===== config.mk =====
export PLATFORM = sky130hd
export DESIGN_NAME = align_add
export DESIGN_NICKNAME = d
export VERILOG_FILES = /design/src/rtl/align_add.sv
export SDC_FILE = /design/constraint.sdc
export NUM_CORES = 1
export LEC_CHECK = 0
export BUFFER_PORTS_ARGS = -buffer_cell sky130_fd_sc_hd__buf_2
export CORE_MARGIN = 3
export CORE_UTILIZATION = 40
export DETAILED_ROUTE_END_ITERATION = 8
export PLACE_DENSITY = 0.58
export SETUP_SLACK_MARGIN = 0.02
export SLEW_MARGIN = 20
export SYNTH_ARGS = -nofsm -noshare
export SYNTH_HDL_FRONTEND = slang
export SYNTH_SLANG_ARGS = --single-unit

===== constraint.sdc =====
create_clock -name CLK -period 4.35 [get_ports CLK]
set_clock_uncertainty 0.15 [all_clocks]
set_input_delay 0.435 -clock CLK [delete_from_list [all_inputs] [get_ports CLK]]
set_output_delay 0.435 -clock CLK [all_outputs]
set_load 0.02 [all_outputs]

===== src/rtl/align_add.sv =====
// align_add: single-precision adder front end. Unpacks two operands, orders
// them by magnitude, aligns the smaller mantissa one bit per cycle, then adds
// or subtracts and holds the result until the normalizer takes it.
module align_add (
    input  logic        CLK,
    input  logic        RST,
    input  logic        IN_VALID,
    output logic        IN_READY,
    input  logic [31:0] A,
    input  logic [31:0] B,
    input  logic        SUB,
    output logic        OUT_VALID,
    input  logic        OUT_READY,
    output logic [23:0] MANT,
    output logic        OVF,
    output logic [7:0]  EXP,
    output logic        SIGN
);

    typedef enum logic [1:0] {
        IDLE,
        ALIGN,
        ADD,
        DONE
    } state_t;

    state_t state, state_nxt;

    // Unpacked operand fields
    logic        a_hid, b_hid;
    logic [7:0]  a_eff, b_eff;
    logic [23:0] a_m, b_m;
    logic        b_sgn;
    logic        a_big;

    // Ordered operands and shift amount
    logic [23:0] l_m, s_m;
    logic        l_s, s_s;
    logic [7:0]  l_e, s_e;
    logic [7:0]  d;
    logic [4:0]  n;

    // Working registers
    logic [23:0] ml, ms;
    logic        sl, ss;
    logic [7:0]  el;
    logic [4:0]  cnt;

    // Unpack both operands and order them by magnitude (tie keeps A as larger)
    always_comb begin
        a_hid = |A[30:23];
        b_hid = |B[30:23];
        a_eff = a_hid ? A[30:23] : 8'd1;
        b_eff = b_hid ? B[30:23] : 8'd1;
        a_m   = {a_hid, A[22:0]};
        b_m   = {b_hid, B[22:0]};
        b_sgn = B[31] ^ SUB;
        a_big = (A[30:0] >= B[30:0]);

        if (a_big) begin
            l_m = a_m;   s_m = b_m;
            l_s = A[31]; s_s = b_sgn;
            l_e = a_eff; s_e = b_eff;
        end else begin
            l_m = b_m;   s_m = a_m;
            l_s = b_sgn; s_s = A[31];
            l_e = b_eff; s_e = a_eff;
        end

        d = l_e - s_e;
        n = (d >= 8'd24) ? 5'd24 : d[4:0];
    end

    // State register
    always_ff @(posedge CLK or posedge RST) begin
        if (RST) state <= IDLE;
        else     state <= state_nxt;
    end

    // Next-state logic
    always_comb begin
        state_nxt = state;
        unique case (state)
            IDLE:  if (IN_VALID) state_nxt = (n != 5'd0) ? ALIGN : ADD;
            ALIGN: if (cnt == 5'd1) state_nxt = ADD;
            ADD:   state_nxt = DONE;
            DONE:  if (OUT_READY) state_nxt = IDLE;
            default: state_nxt = IDLE;
        endcase
    end

    // Handshake outputs decoded from state
    always_comb begin
        IN_READY  = (state == IDLE);
        OUT_VALID = (state == DONE);
    end

    // Operand capture, alignment shifter and registered result
    always_ff @(posedge CLK or posedge RST) begin
        if (RST) begin
            ml   <= '0;
            ms   <= '0;
            sl   <= 1'b0;
            ss   <= 1'b0;
            el   <= '0;
            cnt  <= '0;
            MANT <= '0;
            OVF  <= 1'b0;
            EXP  <= '0;
            SIGN <= 1'b0;
        end else begin
            unique case (state)
                IDLE: begin
                    if (IN_VALID) begin
                        ml  <= l_m;
                        ms  <= s_m;
                        sl  <= l_s;
                        ss  <= s_s;
                        el  <= l_e;
                        cnt <= n;
                    end
                end
                ALIGN: begin
                    ms  <= ms >> 1;
                    cnt <= cnt - 5'd1;
                end
                ADD: begin
                    if (sl == ss) begin
                        {OVF, MANT} <= {1'b0, ml} + {1'b0, ms};
                    end else begin
                        MANT <= ml - ms;
                        OVF  <= 1'b0;
                    end
                    EXP  <= el;
                    SIGN <= sl;
                end
                default: ;
            endcase
        end
    end

endmodule


==> results of run 1 <==
flip-flops by register name, summed over array words and instances (netlist names):
name   flops
ss         1
cnt        5
SIGN       1
ml        24
ms        24
el         8
OVF        1
sl         1
MANT      24
state      2
EXP        8
through the flow:
step           instance area [sq um]  TNS [ns]  utilization (%)  worst slack (ns)  power (mW)
2_1_floorplan                   9150         0                -            0.0267        5.60
3_3_place_gp                   10600     -1.82             47.6            -0.312        6.98
3_5_place_dp                   10600     -2.94             47.6            -0.497        7.02
4_1_cts                        10900         0             49.0            0.0249        7.85
5_1_grt                        11100   -0.0189             50.2           -0.0162        8.70
6_report                       11100         0             50.2             0.155        7.98
placed cells by master, fill, tap and decap left out, types with 10 or more instances in the layout:
cell type / count
sky130_fd_sc_hd__nor2_1: 122
sky130_fd_sc_hd__buf_2: 102
sky130_fd_sc_hd__buf_4: 100
sky130_fd_sc_hd__dfrtp_1: 99
sky130_fd_sc_hd__a21oi_1: 97
sky130_fd_sc_hd__ha_1: 83
sky130_fd_sc_hd__inv_1: 81
sky130_fd_sc_hd__nand3_1: 64
sky130_fd_sc_hd__nand2_1: 52
sky130_fd_sc_hd__nor3_1: 50
sky130_fd_sc_hd__o21ai_0: 37
sky130_fd_sc_hd__a211oi_1: 37
sky130_fd_sc_hd__o211ai_1: 33
sky130_fd_sc_hd__a311oi_1: 29
sky130_fd_sc_hd__a221oi_1: 26
sky130_fd_sc_hd__o31ai_1: 26
sky130_fd_sc_hd__xnor2_1: 19
sky130_fd_sc_hd__a21o_1: 19
sky130_fd_sc_hd__mux2_2: 19
sky130_fd_sc_hd__nand4_1: 11
sky130_fd_sc_hd__nand2b_1: 10
power by group through the flow:
stage                     logic, mW  clock network (mW)  registers, mW
after CTS                      5.26               0.815           1.77
after global placement         5.20                   0           1.78
after global routing           6.00               0.858           1.84
after detailed placement       5.23                   0           1.79
after floorplan                3.76                   0           1.84
final                          5.41               0.797           1.78
area by class of cell:
| cell class | count | area [sq um] | share of cell area (%) |
|---|---|---|---|
| repair buffers | 210 | 1390 | 12.5 |
| inverters | 87 | 332 | 2.98 |
| multi-input cells | 880 | 6300 | 56.6 |
| clock inverters | 7 | 60.1 | 0.539 |
| clock buffers | 9 | 225 | 2.02 |
| well taps | 280 | 350 | 3.15 |
| flip-flops and latches | 99 | 2480 | 22.3 |
cell families (layout without fill, tap and decap cells):
family / after synthesis / count (layout) / synth area share (%)
xor gates and xnor gates: 26 / 26 / 2.49
DFF: 99 / 99 / 27.1
muxes: 30 / 30 / 3.57
and+or+nand+nor: 356 / 356 / 18.2
buffers and inverters: 168 / 313 / 7.18
AOI/OAI and AO/OA: 374 / 374 / 28.3
adders and majority gates: 94 / 94 / 13.1
final timing paths:
check / from / slack (ns) / to
max reg2reg: state[1] / 0.97 / ms[9]
min reg2reg: MANT[19] / 0.35 / MANT[19]
max: B[2] / 0.15 / cnt[1]
max in group asynchronous: RST / 2.96 / ml[9]
min in group CLK: A[31] / 0.23 / ss
min: RST / 0.12 / cnt[3]
what timing repair did:
item	CTS	global route
resized for setup	2	46
endpoints found under the setup margin	7	7
pin swaps	2	17
gates cloned	0	0
setup buffers	0	1
synth_stat cells (all sizes together), types with 9 or more instances:
| library cell | number |
|---|---|
| a211oi | 38 |
| a21o | 19 |
| a21oi | 102 |
| a221oi | 26 |
| a311oi | 29 |
| buf | 11 |
| clkbuf | 70 |
| dfrtp | 99 |
| ha | 91 |
| inv | 86 |
| mux2 | 21 |
| mux2i | 9 |
| nand2 | 54 |
| nand2b | 11 |
| nand3 | 67 |
| nand4 | 11 |
| nor2 | 126 |
| nor2b | 9 |
| nor3 | 52 |
| o211ai | 33 |
| o21ai | 42 |
| o31ai | 28 |
| xnor2 | 20 |
per-layer routing:
layer	global-route usage, %	routed length (um)
met1	32.9	13200
met2	37.0	13600
met3	3.71	1610
met4	6.65	652
met5	0	14
==> impl_metrics.sql, run 1 <==
INSERT INTO impl_metrics (metric_group, metric, value, unit) VALUES
('worst_setup_path', 'critical-path-top-cell-by-count', 'sky130_fd_sc_hd__buf_6', ''),
('timing', 'final-hold-violation-count', '0', ''),
('worst_setup_path', 'worst_path_cell_with_the_longest_stage_delay', 'sky130_fd_sc_hd__o31ai_2', ''),
('finish', 'area_growth', '21.7', '%'),
('timing', 'worstMarginPinSlew', '0.933', 'ns'),
('worst_setup_path', 'critPathBufInv', '6', ''),
('clock_tree', 'cts_hold_buffers', '0', ''),
('logic_synthesis', 'synth.yosys.seq_area_share', '27.1', '%'),
('clock_tree', 'cts_sinks', '99', ''),
('worst_setup_path', 'critPathKind', 'in2reg', ''),
('routing', 'drt-vias-per-instance', '5.93', ''),
('global_route', 'grt_pass1_vias', '8829', ''),
('power', 'seq_power_share', '22.2', '%'),
('power', 'cell_internal_pwr', '3.97', 'mW'),
('logic_synthesis', 'netlist.top_cell.by_area', 'sky130_fd_sc_hd__dfrtp_1', ''),
('worst_setup_path', 'worst_r2r_path_depth', '10', ''),
('logic_synthesis', 'synthesis.instances', '1147', ''),
('floorplanning', 'die_area', '24700', 'sq um'),
('worst_setup_path', 'sort_of_element_at_the_end_of_the_critical_path', 'register', ''),
('logic_synthesis', 'synth.top_cell.area_share', '27.1', '%'),
('timing', 'finalSetupViolations', '0', ''),
('finish', 'layout-drive-gt1-share', '23.3', '%'),
('finish', 'stdcell_count', '1572', ''),
('timing', 'hold_ws', '0.123', 'ns'),
('timing', 'max_freq', '238', 'MHz'),
('placement', 'detailed_place_hpwl', '20.9', 'mm'),
('logic_synthesis', 'synth_fp_nets', '1310', ''),
('floorplanning', 'floorplan.die.width', '157', 'um'),
('run', 'cap_viol_max_count', '0', ''),
('clock_tree', 'cts_tree', 'built', ''),
('floorplanning', 'ioPinCount', '105', ''),
('worst_setup_path', 'data_arrival_at_the_endpoint_of_the_critical_path', '4.30', 'ns'),
('worst_setup_path', 'worst_ep_required_time', '4.46', 'ns'),
('global_route', 'antenna_found_initial', '2', ''),
('timing', 'final_max_slew_viol_count', '0', ''),
('power', 'peakVddDrop', '0.242', 'mV'),
('clock_tree', 'clk_root_buffer_cell', 'sky130_fd_sc_hd__clkbuf_16', ''),
('power', 'swShare', '50.3', '%'),
('floorplanning', 'rows', '54', ''),
('power', 'pwr-share-clk', '10.0', '%'),
('global_route', 'grt_pass1_wl', '46.6', 'mm'),
('global_route', 'overflow', '0', ''),
('worst_setup_path', 'cp.depth', '25', ''),
('placement', 'gpl.final_weighted_congestion', '0.915', ''),
('clock_tree', 'clock_network_latency_to_the_later_pin_of_the_worst_skew_pair', '0.36', 'ns'),
('routing', 'drc', '0', ''),
('clock_tree', 'htreeDepth', '3', ''),
('logic_synthesis', 'synth_top_cells_by_area', 'sky130_fd_sc_hd__dfrtp_1 (27%), sky130_fd_sc_hd__ha_1 (12%), sky130_fd_sc_hd__a21oi_1 (5.5%)', ''),
('logic_synthesis', 'ys.flop_type', 'sky130_fd_sc_hd__dfrtp_1', ''),
('timing', 'final.min_clock_period', '4.20', 'ns'),
('timing', 'final_min_period_over_clock_period', '96.4', '%'),
('logic_synthesis', 'synth-edff-count', '0', ''),
('power', 'power.leakage', '4.92', 'nW'),
('timing', 'slew_headroom', '37.8', '%'),
('worst_setup_path', 'critical_path.max_fanout', '6', ''),
('placement', 'placed_cells', '1554', ''),
('worst_setup_path', 'critical_path.max_stage_delay', '0.30', 'ns'),
('clock_tree', 'numCtsBuffers', '9', ''),
('hold_path', 'hold_path_class', 'in2async', ''),
('finish', 'nFillCells', '2213', ''),
('logic_synthesis', 'warnings_synthesis', '0', ''),
('routing', 'finalWirelength', '29.0', 'mm'),
('finish', 'antennaDiodeCount', '0', ''),
('routing', 'antenna_violating_nets_post_route', '0', ''),
('worst_setup_path', 'setup.worst_path.start_class', 'input pin', ''),
('routing', 'wl_per_cell', '18.5', 'um'),
('floorplanning', 'initial_core_util', '41.3', '%'),
('logic_synthesis', 'ys_async_sr_fraction', '100', '%'),
('status', 'run_status', 'finished clean', ''),
('routing', 'drt_iter0_drc', '647', ''),
('global_route', 'global_route_usage_over_all_layers', '23.3', '%');
Note: power is estimated with default switching activity, not from simulation.
==> run 2: changes to the inputs <==
--- a/config.mk
+++ b/config.mk
@@ -7,9 +7,9 @@
 export LEC_CHECK = 0
 export BUFFER_PORTS_ARGS = -buffer_cell sky130_fd_sc_hd__buf_2
 export CORE_MARGIN = 3
-export CORE_UTILIZATION = 40
+export CORE_UTILIZATION = 60
 export DETAILED_ROUTE_END_ITERATION = 8
-export PLACE_DENSITY = 0.58
+export PLACE_DENSITY = 0.82
 export SETUP_SLACK_MARGIN = 0.02
 export SLEW_MARGIN = 20
 export SYNTH_ARGS = -nofsm -noshare
==> impl_metrics.sql, run 2 (synthesized netlist as in run 1, its figures left out) <==
INSERT INTO impl_metrics (metric_group, metric, value, unit) VALUES
('finish', 'layout.cells.most_common', 'sky130_fd_sc_hd__nor2_1', ''),
('placement', 'gpl.final_weighted_congestion', '0.920', ''),
('clock_tree', 'clock_network_latency_to_the_later_pin_of_the_worst_skew_pair', '0.36', 'ns'),
('worst_setup_path', 'critPathKind', 'in2reg', ''),
('routing', 'wl_per_cell', '19.1', 'um'),
('power', 'power.leakage', '4.87', 'nW'),
('global_route', 'overflow', '0', ''),
('timing', 'final.min_clock_period', '4.28', 'ns'),
('timing', 'max_freq', '234', 'MHz'),
('clock_tree', 'clkSlewWorstSetupHoldPaths', '0.07', 'ns'),
('run', 'cap_viol_max_count', '0', ''),
('timing', 'finalSetupViolations', '0', ''),
('finish', 'layout_top_registers', 'MANT: 24 flops, ml: 24 flops, ms: 24 flops', ''),
('clock_tree', 'htreeDepth', '3', ''),
('placement', 'numPortBuffers', '104', ''),
('worst_setup_path', 'data_arrival_at_the_endpoint_of_the_critical_path', '4.37', 'ns'),
('worst_setup_path', 'sort_of_element_at_the_end_of_the_critical_path', 'register', ''),
('floorplanning', 'die_area', '16800', 'sq um'),
('timing', 'worstMarginPinSlew', '1.13', 'ns'),
('routing', 'drt-vias-per-instance', '6.57', ''),
('clock_tree', 'numCtsBuffers', '9', ''),
('global_route', 'grt_max_degree', '116', ''),
('clock_tree', 'cts_max_path_buffers', '2', ''),
('timing', 'final_max_slew_viol_count', '0', ''),
('finish', 'layout.cells.most_common_list', 'sky130_fd_sc_hd__nor2_1 (124), sky130_fd_sc_hd__buf_2 (102), sky130_fd_sc_hd__dfrtp_1 (99)', ''),
('finish', 'layout-drive-gt1-share', '22.0', '%'),
('status', 'run_status', 'finished clean', ''),
('timing', 'layout_setup_ws', '0.0732', 'ns'),
('routing', 'finalWirelength', '28.0', 'mm'),
('worst_setup_path', 'timing.critical_path.cells', 'buf_8 > inv_4 > ha_4 > a21o_1 > a31oi_1 > o21ai_1 > a211oi_2 > nor3_2 > nor3_1 > buf_4 > o21ai_4 > a21oi_4 > buf_12 > mux2_4 > ha_4 > nor2b_4 > o21ai_2 > a21boi_2 > o31ai_2 > a21oi_1 > xnor2_1 > nand3_2 > o311ai_2 > nand2_1', ''),
('floorplanning', 'rows', '44', ''),
('routing', 'antenna_violating_nets_post_route', '0', ''),
('finish', 'area_growth', '18.9', '%'),
('worst_setup_path', 'critical_path.max_fanout', '7', ''),
('floorplanning', 'die_height', '129', 'um'),
('clock_tree', 'cts_sinks', '99', ''),
('global_route', 'grt_pass1_vias', '8953', ''),
('routing', 'drt-pass1-iter-count', '6', ''),
('worst_setup_path', 'worst_ep_required_time', '4.44', 'ns'),
('worst_setup_path', 'critical-path-top-cell-by-count', 'sky130_fd_sc_hd__ha_4', ''),
('global_route', 'grt_pass1_wl', '44.0', 'mm'),
('finish', 'nFillCells', '1133', ''),
('clock_tree', 'cts_tree', 'built', ''),
('routing', 'drt_iter0_drc', '1016', ''),
('hold_path', 'hold_path_class', 'in2async', ''),
('timing', 'timing.setup.tns', '0', 'ns'),
('clock_tree', 'clk_root_buffer_cell', 'sky130_fd_sc_hd__clkbuf_16', ''),
('worst_setup_path', 'critical_path.max_stage_delay', '0.31', 'ns'),
('timing', 'final_min_period_over_clock_period', '98.3', '%'),
('placement', 'detailed_place_hpwl', '19.5', 'mm'),
('timing', 'final-hold-violation-count', '0', ''),
('placement', 'placed_cells', '1451', ''),
('power', 'peakVddDrop', '0.547', 'mV'),
('finish', 'stdcell_count', '1471', ''),
('placement', 'dpl_worst_slack', '-0.396', 'ns'),
('finish', 'final_net_count', '1444', ''),
('floorplanning', 'core_area', '14700', 'sq um'),
('timing', 'hold_ws', '0.122', 'ns'),
('routing', 'vias', '9660', ''),
('routing', 'drc', '0', ''),
('floorplanning', 'floorplan.die.width', '129', 'um'),
('global_route', 'antenna_found_initial', '1', ''),
('timing', 'rsz0062_at_grt', 'true', ''),
('finish', 'fin_util', '74.0', '%'),
('floorplanning', 'initial_core_util', '62.2', '%'),
('power', 'cellPowerDensity', '729', 'nW/um^2'),
('worst_setup_path', 'setup.worst_path.start_class', 'input pin', ''),
('clock_tree', 'cts_hold_buffers', '0', ''),
('global_route', 'global_route_usage_over_all_layers', '32.3', '%'),
('worst_setup_path', 'worst_path_cell_with_the_longest_stage_delay', 'sky130_fd_sc_hd__mux2_4', ''),
('timing', 'slew_headroom', '24.8', '%'),
('floorplanning', 'ioPinCount', '105', '');
==> run 2: changes by cell type in the layout (fill, tap and decap cells not counted), sizes merged <==
cell,delta
buf,-6
clkinvlp,-1
clkinv,+4
inv,-3
diode,+1
==> run 2: power breakdown <==
part / switching [mW] / internal, mW / total, mW
clock network: 0.392 / 0.392 / 0.784
logic: 3.20 / 2.16 / 5.36
registers: 0.414 / 1.37 / 1.78
total: 4.00 / 3.92 / 7.93
==> run 2: timing repair <==
item                       CTS  global route
pin swaps                    1            23
gates resized for setup      1            36
setup endpoints to repair    2             7
buffers inserted             0             3
==> run 2: worst paths after layout <==
kind | start | to | slack (ns) | cells after the start
hold / removal | RST | MANT[4] | 0.12 | 2
setup / recovery | B[2] | cnt[3] | 0.07 | 24
setup reg to reg | ms[1] | MANT[19] | 0.94 | 11
hold reg to reg | MANT[22] | MANT[22] | 0.35 | 2
max in group asynchronous | RST | EXP[3] | 2.98 | 3
min in group CLK | B[3] | ms[3] | 0.23 | 3
==> run 2: worst max-delay path: cells and delay by family <==
kind | cells | cell delay (ns)
compound gates | 11 | 1.90
simple gates | 5 | 0.64
buf+inv | 4 | 0.45
fa+ha+maj | 2 | 0.41
mux | 1 | 0.31
xor+xnor | 1 | 0.20
==> run 2: cell type report <==
class / instances / area, sq um / area share [%]
inverter: 87 / 332 / 3.05
clock buffer: 9 / 225 / 2.07
multi-input combinational: 880 / 6240 / 57.4
clock inverter: 7 / 55.1 / 0.506
tap: 184 / 230 / 2.12
antenna: 1 / 2.50 / 0.0230
timing repair buffer: 204 / 1310 / 12.1
sequential: 99 / 2480 / 22.8
==> run 2: layer usage <==
layer  vias up  track usage [%]  wire length (um)
met5         -                0                 0
met4         0             13.4              1020
met3        82             5.73              2830
met2       573             53.5             13100
met1      4490             41.9             11100
li1       4515                -                 -
==> run 2: through the flow <==
stage	instance area (sq um)	total power, mW
after floorplan	9150	5.60
after global placement	10400	6.80
after detailed placement	10400	6.93
after CTS	10600	7.74
after global routing	10900	8.57
final	10900	7.93
==> run 3: changes to the inputs <==
--- a/config.mk
+++ b/config.mk
@@ -5,10 +5,10 @@
 export SDC_FILE = /design/constraint.sdc
 export NUM_CORES = 1
 export LEC_CHECK = 0
-export BUFFER_PORTS_ARGS = -buffer_cell sky130_fd_sc_hd__buf_2
 export CORE_MARGIN = 3
-export CORE_UTILIZATION = 60
+export CORE_UTILIZATION = 66
 export DETAILED_ROUTE_END_ITERATION = 8
+export DONT_BUFFER_PORTS = 1
 export PLACE_DENSITY = 0.82
 export SETUP_SLACK_MARGIN = 0.02
 export SLEW_MARGIN = 20
==> impl_metrics.sql, run 3 (synthesized netlist as in run 1, its figures left out) <==
INSERT INTO impl_metrics (metric_group, metric, value, unit) VALUES
('worst_setup_path', 'critPathBufInv', '4', ''),
('placement', 'detailed_place_hpwl', '18.4', 'mm'),
('floorplanning', 'core_area', '13400', 'sq um'),
('worst_setup_path', 'critical_path.max_stage_delay', '0.33', 'ns'),
('worst_setup_path', 'worst_ep_required_time', '4.45', 'ns'),
('worst_setup_path', 'cp.depth', '23', ''),
('clock_tree', 'cts_max_path_buffers', '2', ''),
('global_route', 'grtUsageMet1', '43.2', '%'),
('finish', 'layout.cell_area.non_filler', '9880', 'sq um'),
('timing', 'timing.setup.tns', '0', 'ns'),
('hold_path', 'min_delay_path_depth', '2', ''),
('placement', 'numPortBuffers', '0', ''),
('worst_setup_path', 'critical_path.max_fanout', '6', ''),
('floorplanning', 'floorplan.die.width', '124', 'um'),
('timing', 'final-hold-violation-count', '0', ''),
('finish', 'nFillCells', '1074', ''),
('global_route', 'global_routing_usage_on_met2', '55.1', '%'),
('worst_setup_path', 'r2r_endpoint', 'ms[22]', ''),
('finish', 'layout.cells.most_common', 'sky130_fd_sc_hd__nor2_1', ''),
('routing', 'drc', '0', ''),
('global_route', 'grtUsageMet3', '7.49', '%'),
('clock_tree', 'numCtsBuffers', '9', ''),
('status', 'run_status', 'finished clean', ''),
('hold_path', 'min_from', 'A[8]', ''),
('routing', 'finalWirelength', '26.0', 'mm'),
('timing', 'finalSetupViolations', '0', ''),
('timing', 'slew_headroom', '27.1', '%'),
('clock_tree', 'clk_root_buffer_cell', 'sky130_fd_sc_hd__clkbuf_16', ''),
('worst_setup_path', 'setup.worst_path.start_class', 'input pin', ''),
('timing', 'final_min_period_over_clock_period', '95.4', '%'),
('finish', 'area_growth', '8.03', '%'),
('timing', 'final_max_slew_viol_count', '0', ''),
('routing', 'drt_iter0_drc', '1001', ''),
('finish', 'layout_top_registers', 'MANT: 24 flops, ml: 24 flops, ms: 24 flops', ''),
('worst_setup_path', 'sort_of_element_at_the_end_of_the_critical_path', 'register', ''),
('worst_setup_path', 'data_arrival_at_the_endpoint_of_the_critical_path', '4.25', 'ns'),
('finish', 'layout-drive-gt1-share', '9.72', '%'),
('clock_tree', 'clock_network_latency_to_the_later_pin_of_the_worst_skew_pair', '0.36', 'ns'),
('placement', 'gpl.final_weighted_congestion', '0.930', ''),
('global_route', 'grt_pass1_vias', '8185', ''),
('global_route', 'overflow', '0', ''),
('timing', 'max_freq', '241', 'MHz'),
('finish', 'layout.cells.most_common_list', 'sky130_fd_sc_hd__nor2_1 (123), sky130_fd_sc_hd__dfrtp_1 (99), sky130_fd_sc_hd__a21oi_1 (98)', ''),
('routing', 'drt-pass1-iter-count', '6', ''),
('hold_path', 'hold_path_class', 'in2reg', ''),
('clock_tree', 'cts_tree', 'built', ''),
('floorplanning', 'initial_core_util', '68.3', '%'),
('floorplanning', 'die_area', '15300', 'sq um'),
('global_route', 'grt_max_degree', '116', ''),
('placement', 'area_after_detailed_placement', '9400', 'sq um'),
('routing', 'wl_per_cell', '20.1', 'um'),
('finish', 'fin_util', '73.7', '%'),
('routing', 'drt-vias-per-instance', '6.78', ''),
('routing', 'vias', '8788', ''),
('power', 'peakVddDrop', '0.675', 'mV'),
('worst_setup_path', 'path_delay_family', 'compound AO/OA/AOI/OAI gates', ''),
('global_route', 'global_route_usage_over_all_layers', '33.9', '%'),
('worst_setup_path', 'critical-path-top-cell-by-count', 'sky130_fd_sc_hd__buf_4', ''),
('global_route', 'antenna_found_initial', '0', ''),
('worst_setup_path', 'reg2reg_slack', '0.82', 'ns'),
('clock_tree', 'htreeDepth', '3', ''),
('timing', 'layout_setup_ws', '0.199', 'ns'),
('placement', 'dpl_worst_slack', '-0.312', 'ns'),
('worst_setup_path', 'critPathKind', 'in2reg', ''),
('power', 'power.leakage', '4.19', 'nW'),
('run', 'cap_viol_max_count', '0', ''),
('finish', 'antennaDiodeCount', '0', ''),
('global_route', 'grt_pass1_wl', '41.2', 'mm'),
('timing', 'worstMarginPinSlew', '1.09', 'ns'),
('finish', 'final_net_count', '1279', ''),
('worst_setup_path', 'launch_point_of_the_worst_reg_to_reg_path', 'state[1]', ''),
('worst_setup_path', 'worst_r2r_path_depth', '10', ''),
('worst_setup_path', 'timing.critical_path.cells', 'inv_6 > ha_4 > a21o_1 > a31oi_4 > o21ai_2 > a211oi_2 > nor3_2 > nor3_2 > buf_4 > o21ai_4 > a21oi_4 > buf_4 > mux2i_1 > ha_1 > nor2b_1 > o21ai_1 > a21boi_1 > buf_4 > o21ai_0 > nand2_1 > a22oi_1 > nand3_2 > o41ai_1', ''),
('clock_tree', 'cts_sinks', '99', ''),
('worst_setup_path', 'worst_path_cell_with_the_longest_stage_delay', 'sky130_fd_sc_hd__o41ai_1', ''),
('clock_tree', 'clkSlewWorstSetupHoldPaths', '0.07', 'ns'),
('power', 'cellPowerDensity', '782', 'nW/um^2'),
('timing', 'final.min_clock_period', '4.15', 'ns'),
('global_route', 'global_route.peak_usage_layer', 'met2', ''),
('floorplanning', 'rows', '42', ''),
('floorplanning', 'ioPinCount', '105', ''),
('hold_path', 'hold_path_end', 'ms[8]', ''),
('floorplanning', 'die_height', '124', 'um'),
('routing', 'antenna_violating_nets_post_route', '0', '');
run 3: what timing repair did:
item,CTS,global route
endpoints found under the hold margin,61,0
hold buffers,1,0
endpoints found under the setup margin,0,7
buffers inserted,0,1
gates resized for setup,0,29
run 3: layout make-up:
cell class	instances	area [sq um]	area share, %
tap	176	220	2.23
multi-input combinational	880	6190	62.7
inverter	87	334	3.38
clock inverter	4	72.6	0.734
clock buffer	12	256	2.60
sequential	99	2480	25.1
timing repair buffer	39	328	3.32
run 3: per-layer routing:
layer | part of all wire, % | vias to the layer above
li1 | - | 4179
met1 | 40 | 4093
met2 | 46 | 434
met3 | 9.4 | 82
met4 | 3.8 | 0
met5 | 0 | -
run 3: where the power goes:
group | internal, mW | switching, mW | leakage [nW]
Clock | 0.535 | 0.364 | 0.159
Sequential | 1.37 | 0.631 | 1.21
Combinational | 1.98 | 2.84 | 2.82
run 3: metrics by stage:
stage / std cells / power [mW] / hold slack (ns)
detailed placement: 1279 / 6.65 / 0.352
floorplan: 1147 / 5.60 / 0.329
CTS: 1296 / 7.60 / 0.0694
finish: 1297 / 7.73 / 0.0758
global route: 1297 / 8.36 / 0.0870
global placement: 1279 / 6.55 / 0.347
run 3: worst max-delay path by stage:
stage                         to  slack [ns]  startpoint
after floorplan           cnt[3]        0.03        B[2]
after global placement    cnt[3]       -0.16        A[0]
after detailed placement  cnt[3]       -0.31        A[0]
after CTS                 cnt[3]        0.04        B[2]
after global routing      cnt[1]       -0.08        B[2]
final                     cnt[2]        0.20        B[2]
